## src/rtl/lc2k_reg_file.sv

```systemverilog
// Eight-entry LC2K register file: one bypassed write-back port, two registered
// read ports and a per-register pending scoreboard that stalls reads and WAW issue.
module lc2k_reg_file #(
    parameter int DATA_WIDTH = 32,
    parameter int REG_COUNT  = 8,
    parameter int ADDR_WIDTH = 3
) (
    input  logic                  clk,
    input  logic                  reset,
    input  logic                  wr_en,
    input  logic [ADDR_WIDTH-1:0] wr_addr,
    input  logic [DATA_WIDTH-1:0] wr_data,
    input  logic                  issue_en,
    input  logic [ADDR_WIDTH-1:0] issue_dest,
    output logic                  issue_ready,
    input  logic                  rd_en,
    input  logic [ADDR_WIDTH-1:0] regA_addr,
    input  logic [ADDR_WIDTH-1:0] regB_addr,
    output logic                  rd_stall,
    output logic                  rd_valid,
    output logic [DATA_WIDTH-1:0] regA_data,
    output logic [DATA_WIDTH-1:0] regB_data,
    output logic [REG_COUNT-1:0]  pending_mask
);

    logic [DATA_WIDTH-1:0] regs_r [REG_COUNT];
    logic [REG_COUNT-1:0]  pend_eff_s;
    logic [REG_COUNT-1:0]  pend_next_s;
    logic [DATA_WIDTH-1:0] src_a_s;
    logic [DATA_WIDTH-1:0] src_b_s;
    logic                  wr_hit_s;
    logic                  issue_acc_s;
    logic                  rd_fire_s;

    // Write-back, issue acceptance and read firing qualifiers
    always_comb begin
        wr_hit_s    = wr_en && (wr_addr != {ADDR_WIDTH{1'b0}});
        issue_ready = (issue_dest == {ADDR_WIDTH{1'b0}}) || !pend_eff_s[issue_dest];
        issue_acc_s = issue_en && issue_ready && (issue_dest != {ADDR_WIDTH{1'b0}});
        rd_stall    = rd_en && (pend_eff_s[regA_addr] || pend_eff_s[regB_addr]);
        rd_fire_s   = rd_en && !rd_stall;
    end

    // Effective and next scoreboard; a same-cycle issue overrides the write-back clear
    always_comb begin
        pend_eff_s  = {REG_COUNT{1'b0}};
        pend_next_s = {REG_COUNT{1'b0}};
        for (int i = 1; i < REG_COUNT; i++) begin
            pend_eff_s[i]  = pending_mask[i] && !(wr_hit_s && (wr_addr == ADDR_WIDTH'(i)));
            pend_next_s[i] = (issue_acc_s && (issue_dest == ADDR_WIDTH'(i))) ? 1'b1 :
                             (wr_hit_s && (wr_addr == ADDR_WIDTH'(i)))       ? 1'b0 :
                             pending_mask[i];
        end
    end

    // Source operand selection with write-back bypass; r0 always reads zero
    always_comb begin
        src_a_s = {DATA_WIDTH{1'b0}};
        src_b_s = {DATA_WIDTH{1'b0}};
        if (regA_addr == {ADDR_WIDTH{1'b0}}) begin
            src_a_s = {DATA_WIDTH{1'b0}};
        end else if (wr_hit_s && (wr_addr == regA_addr)) begin
            src_a_s = wr_data;
        end else begin
            src_a_s = regs_r[regA_addr];
        end
        if (regB_addr == {ADDR_WIDTH{1'b0}}) begin
            src_b_s = {DATA_WIDTH{1'b0}};
        end else if (wr_hit_s && (wr_addr == regB_addr)) begin
            src_b_s = wr_data;
        end else begin
            src_b_s = regs_r[regB_addr];
        end
    end

    // Register array, scoreboard and read-port state
    always_ff @(posedge clk or posedge reset) begin
        if (reset) begin
            for (int i = 0; i < REG_COUNT; i++) begin
                regs_r[i] <= {DATA_WIDTH{1'b0}};
            end
            pending_mask <= {REG_COUNT{1'b0}};
            rd_valid     <= 1'b0;
            regA_data    <= {DATA_WIDTH{1'b0}};
            regB_data    <= {DATA_WIDTH{1'b0}};
        end else begin
            if (wr_hit_s) begin
                regs_r[wr_addr] <= wr_data;
            end
            pending_mask <= pend_next_s;
            if (rd_fire_s) begin
                rd_valid  <= 1'b1;
                regA_data <= src_a_s;
                regB_data <= src_b_s;
            end else begin
                rd_valid  <= 1'b0;
            end
        end
    end

endmodule
```

## config.mk

```make
export PLATFORM = sky130hd
export DESIGN_NAME = lc2k_reg_file
export DESIGN_NICKNAME = d
export VERILOG_FILES = /design/src/rtl/lc2k_reg_file.sv
export SDC_FILE = /design/constraint.sdc
export NUM_CORES = 1
export LEC_CHECK = 0
export BUFFER_PORTS_ARGS = -buffer_cell sky130_fd_sc_hd__buf_2
export CORE_MARGIN = 2
export CORE_UTILIZATION = 25
export DETAILED_ROUTE_END_ITERATION = 10
export GPL_TIMING_DRIVEN = 0
export HOLD_SLACK_MARGIN = 0.02
export PLACE_DENSITY = 0.43
export SETUP_SLACK_MARGIN = 0.3
export SLEW_MARGIN = 20
export SYNTH_ARGS = -nofsm -noshare
export SYNTH_HDL_FRONTEND = slang
export SYNTH_SLANG_ARGS = --single-unit
```

## constraint.sdc

```tcl
create_clock -name clk -period 11 [get_ports clk]
set_input_delay 1.1 -clock clk [delete_from_list [all_inputs] [get_ports clk]]
set_output_delay 1.1 -clock clk [all_outputs]
set_load 0.01 [all_outputs]
```

==> After elaboration in Yosys (flattened, before gate mapping) <==
Cells that the tools add are included.
{ "totals": {"output_inout_bits": 75, "ff_bits": 328, "inputBits": 49, "elab_cells": 130} }
{ "classes": {"magnitude_cmp": 7, "n_mux": 34, "bitwise_logic": 3, "n_eq_ne": 16, "reduce_logical": 52} }
{ "op_table": {"columns": ["cell", "n"], "rows": [
  ["two-way mux 32 bit", 9],
  ["bitwise mux 256 bit", 1],
  ["binary-select mux 32 bit (select 3 bit)", 2],
  ["demux 32 bit (select 3 bit)", 1],
  ["logical AND 1 bit", 29],
  ["== test 3 bit (second input constant)", 8],
  ["two-way mux 1 bit", 18],
  ["nonzero test 2 bit", 7],
  ["== test 3 x 2 -> 1 bit (second input constant)", 4],
  [">= comparator 4 bit (second input constant)", 3],
  ["less-than comparator 3 x 4 -> 1 bit (second input constant)", 3],
  ["NOT 3 -> 4 bit", 3],
  ["binary-select mux 1 bit (select 3 bit)", 3],
  ["zero test 1 bit", 9],
  ["zero test 3 bit", 3],
  ["== test 3 x 1 -> 1 bit (second input constant)", 2],
  ["== test 3 bit", 2],
  ["nonzero test 3 bit", 2],
  ["less-than comparator 4 x 1 -> 1 bit (second input constant)", 1],
  ["logical OR 1 bit", 2]
]} }

==> Longest topological paths before layout <==
{ "depth": {"word_depth": 13, "ltp_mapped": 10, "ltp_nobuf": 6} }

==> Worst setup path before layout <==
No wires, ideal clock.
{ "synth_path": {"path_kind": "input -> output", "start": "input port wr_addr[2]", "end": "output port issue_ready", "required_time_ns": 9.900, "cell_stages": 7, "arrival_ns": 2.429, "setup_slack_ns": 7.471, "n_path_buf": 2, "cell_sequence": "buf_2 -> and4bb_2 -> buf_2 -> nand2b_1 -> mux4_2 -> nand2_1 -> o21ai_0"} }
{ "synth_between": {"elab_chain_len": 9, "elab_cells_between_ends": 34, "classes_between": "eq/ne (7); mux (2); reduce/logical (25)"} }
{ "synth_lines": {"columns": ["element", "line_no", "source"], "rows": [
  ["start, declared", "11", "input logic [ADDR_WIDTH-1:0] wr_addr,"],
  ["nonzero test 3 bit", "37", "wr_hit_s = wr_en && (wr_addr != {ADDR_WIDTH{1'b0}});"],
  ["logical AND 1 bit", "37", null],
  ["logical AND 1 bit", "49", "pend_eff_s[i] = pending_mask[i] && !(wr_hit_s && (wr_addr == ADDR_WIDTH'(i)));"],
  ["zero test 1 bit", "49", null],
  ["logical AND 1 bit", "49", null],
  ["binary-select mux 1 bit (select 3 bit) *", "38", "issue_ready = (issue_dest == {ADDR_WIDTH{1'b0}}) || !pend_eff_s[issue_dest];"],
  ["two-way mux 1 bit (not written as such) *", "38", null],
  ["zero test 1 bit *", "38", null],
  ["logical OR 1 bit *", "38", null],
  ["end, declared", "15", "output logic issue_ready,"]
]} }
Mark *: on every way between the ends. The rest lies on a longest branch, timed or not. The select of a mux whose other input is x is not followed.

==> Worst setup path in the final report <==
{ "layout_path": {"start": "input port wr_addr[1]", "end": "output port rd_stall"} }
{ "layout_between": {"elab_chain_len": 9, "elab_cells_between_ends": 36, "classes_between": "eq/ne (7); mux (4); reduce/logical (25)"} }
{ "layout_lines": {"columns": ["element", "line_no", "source"], "rows": [
  ["nonzero test 3 bit", "37", null],
  ["logical AND 1 bit", "37", null],
  ["logical AND 1 bit", "49", null],
  ["zero test 1 bit", "49", null],
  ["logical AND 1 bit", "49", null],
  ["binary-select mux 1 bit (select 3 bit)", "40", "rd_stall = rd_en && (pend_eff_s[regA_addr] || pend_eff_s[regB_addr]);"],
  ["two-way mux 1 bit (not written as such)", "40", null],
  ["logical OR 1 bit *", "40", null],
  ["logical AND 1 bit *", "40", null],
  ["end, declared", "19", "output logic rd_stall,"]
]} }
Marked as above.

==> results.toml <==
[power]
ir_worst_vdd_uv = 86.3
leakage_nw = 7.96
p_int_mw = 2.43
p_clk_share_pct = 32.6
seqPwrFrac_pct = 43.5
swShare_pct = 31.7
p_comb_share_pct = 23.9
power.switching_mw = 1.13
power_density_nw_per_um2 = 199

[cts]
cts_resized = 0
cts_hold_buf = 0
clockRootBuffer = "clkbuf_16"
clk_latency_ps = 560
numCtsBuffers = 36
cts.sinks = 296
cts_tree = "yes"
clkTransAtPathRegs_ps = 60
cts_buffer_depth = 3
cts_setup_buffers = 0
htreeDepth = 2

[worst_setup_path]
timing.rr.start = "pending_mask[3]"
critPathMostFrequentCell = "buf_2"
cp_slowest_cell = "o32ai_1"
endpoint = "rd_stall"
r2r_end = "regB_data[1]"
startpoint_type = "primary input"
cp_max_fo = 10
r2r_cells = 8
cp-startpoint = "wr_addr[1]"
worst_ep_arrival_time_ps = 2800
crit_path_max_incr_delay_ps = 320
end_kind = "output port"
crit_chain = "buf_2, buf_2, and4bb_1, buf_2, nand2b_1, o32ai_1, a311oi_2, a21boi_0, buf_2"
r2r_slack_ps = 8720
cp.required_ps = 9900
criticalPathCategory = "in -> out"

[grt]
antenna_found_initial = 7
grt_first_pass_wirelength_um = 87000
grt_max_degree = 81
grt_pass1_vias = 13000
overflow = 0
grt_use_total_pct = 18.5

[sta]
slew_headroom_pct = 18.4
finalSetupViolCount = 0
fin_crit_sh_pct = 35.5
worst_pin_slew_ps = 1220
finalHoldViolCount = 0
min_period_ps = 3900
max_freq_mhz = 256
layout_setup_ws_ps = 7100
fin_skew_ps = 20.0
rsz0062_at_grt = "no"
slew_viol_final = 0

[route]
top_layer = "met5"
wl_um = 58900
wl_met1_um = 26300
vias_per_cell = 5.22
vias = 13100
drc_errors = 0
wl_per_cell_um = 23.4
firstDrtPassIters = 9
drtIter0Drc = 1116
wl_met2_um = 26400
wl_met3_um = 4160
ant_nets = 0

[logic_synthesis]
synth.top_cell.area_share_pct = 49.0
yosys.cell_count.top_type = "dfrtp_1"
synth_commonest_cells = "dfrtp_1 (296), o21ai_0 (191), nand2_1 (169), nor2_1 (128), mux2_2 (110)"
syn_area_um2 = 15100
synth_area_per_cell_um2 = 9.76
syn_nets = 1599
synth-edff-count = 0
ys_types = 50
async_flop_share_pct = 100
ys_ff_latch = 296
synth_cells = 1550
yosysWarningCount = 0
synth_largest_area_cell = "dfrtp_1"
yosys-top-cells-area = "dfrtp_1 (49%), mux2_2 (8.2%), o21ai_0 (6.3%), mux2i_1 (4.3%), mux2_4 (4.3%)"
synth_ff_type = "dfrtp_1"
ys_seq_area_share_pct = 49.0

[floorplanning]
die_w_um = 250
row_count = 90
coreArea_um2 = 60100
initial_core_util_pct = 25.1
die-area_um2 = 62500
die_h_um = 250
ios = 124

[placed_design]
dp_hpwl_um = 40200
port_buffers = 117
dp_slack_ps = 6710
gp_congestion = 0.837

[final_layout]
n_antenna_cell = 0
syn2layout_area_growth_pct = 18.3
final_util_pct = 29.7
fill_cells = 6345
layout-drive-gt1-share_pct = 20.5
final_nets = 1757

[min_path]
hp-class = "reg -> reg"

[run_status]
run_status = "finished clean"

[run]
cap_violations = 0
==> metal layers <==
metal / track usage (%) / vias up
li1: - / 5868
met1: 25.5 / 6546
met2: 28.7 / 568
met5: 0 / -
met3: 3.70 / 133
met4: 6.96 / 12
==> final cells by class <==
type / instances / area [µm²] / area share [%]
Buffer: 135 / 579 / 3.24
Clock buffer: 53 / 1040 / 5.79
Clock inverter: 8 / 72.6 / 0.406
Inverter: 50 / 195 / 1.09
Multi-Input combinational cell: 1069 / 6950 / 38.9
Sequential cell: 296 / 7410 / 41.4
Tap cell: 782 / 978 / 5.47
Timing Repair Buffer: 120 / 668 / 3.74
==> per-stage QoR <==
stage	hold WS (ps)	cells	instance area (µm²)	TNS (ps)	total power, mW
6_report	492	2513	17900	0	3.56
5_1_grt	511	2513	17900	0	3.76
4_1_cts	496	2513	17900	0	3.60
3_5_place_dp	480	2452	16800	0	2.42
3_3_place_gp	479	2449	16700	-666590	2.40
2_1_floorplan	464	1550	15100	0	2.08
==> worst max-delay path, delay by kind of cell <==
kind | cells | cell delay, ps
AO/OA/AOI/OAI | 3 | 650
buffers and inverters | 4 | 630
AND/OR/NAND/NOR | 2 | 440
==> cell families (layout without fill, tap and decap cells) <==
group                  count (synthesis)  after routing  share of synthesized area, %
AO/OA/AOI/OAI                        445            445                          17.3
AND/OR/NAND/NOR                      395            395                          11.1
flip-flops                           296            296                          49.0
multiplexers                         224            224                          17.3
buffers and inverters                185            366                          5.07
XOR/XNOR                               4              4                         0.232
other                                  1              1                        0.0248
==> worst min-delay path by stage <==
stage | startpoint | end | cells past startpoint
final | regA_data[25] | regA_data[25] | 1
after global routing | regA_data[25] | regA_data[25] | 1
after CTS | regA_data[25] | regA_data[25] | 1
after detailed placement | regA_data[25] | regA_data[25] | 1
after global placement | regA_data[25] | regA_data[25] | 1
after floorplan | regs_r[159] | regs_r[159] | 2
==> state kept, by name, summed over array words and instances, names as in the netlist <==
register      count
pending_mask      7
regs_r          224
regB_data        32
rd_valid          1
regA_data        32
==> power by group through the flow <==
stage	logic, mW	registers [mW]	clock network (mW)
2_1_floorplan	0.517	1.56	0
3_5_place_dp	0.857	1.56	0
6_report	0.852	1.55	1.16
3_3_place_gp	0.846	1.55	0
5_1_grt	0.939	1.59	1.23
4_1_cts	0.860	1.55	1.19
==> layout by cell type (no fill, tap or decap), types with 59 or more instances in the layout <==
| cell | instances |
|---|---|
| a21oi_1 | 96 |
| buf_2 | 133 |
| clkbuf_1 | 108 |
| dfrtp_1 | 296 |
| mux2_2 | 110 |
| mux2i_1 | 65 |
| nand2_1 | 169 |
| nor2_1 | 128 |
| nor3_1 | 59 |
| o21ai_0 | 191 |
| o22ai_1 | 69 |
Power figures use the tool's default switching activity.
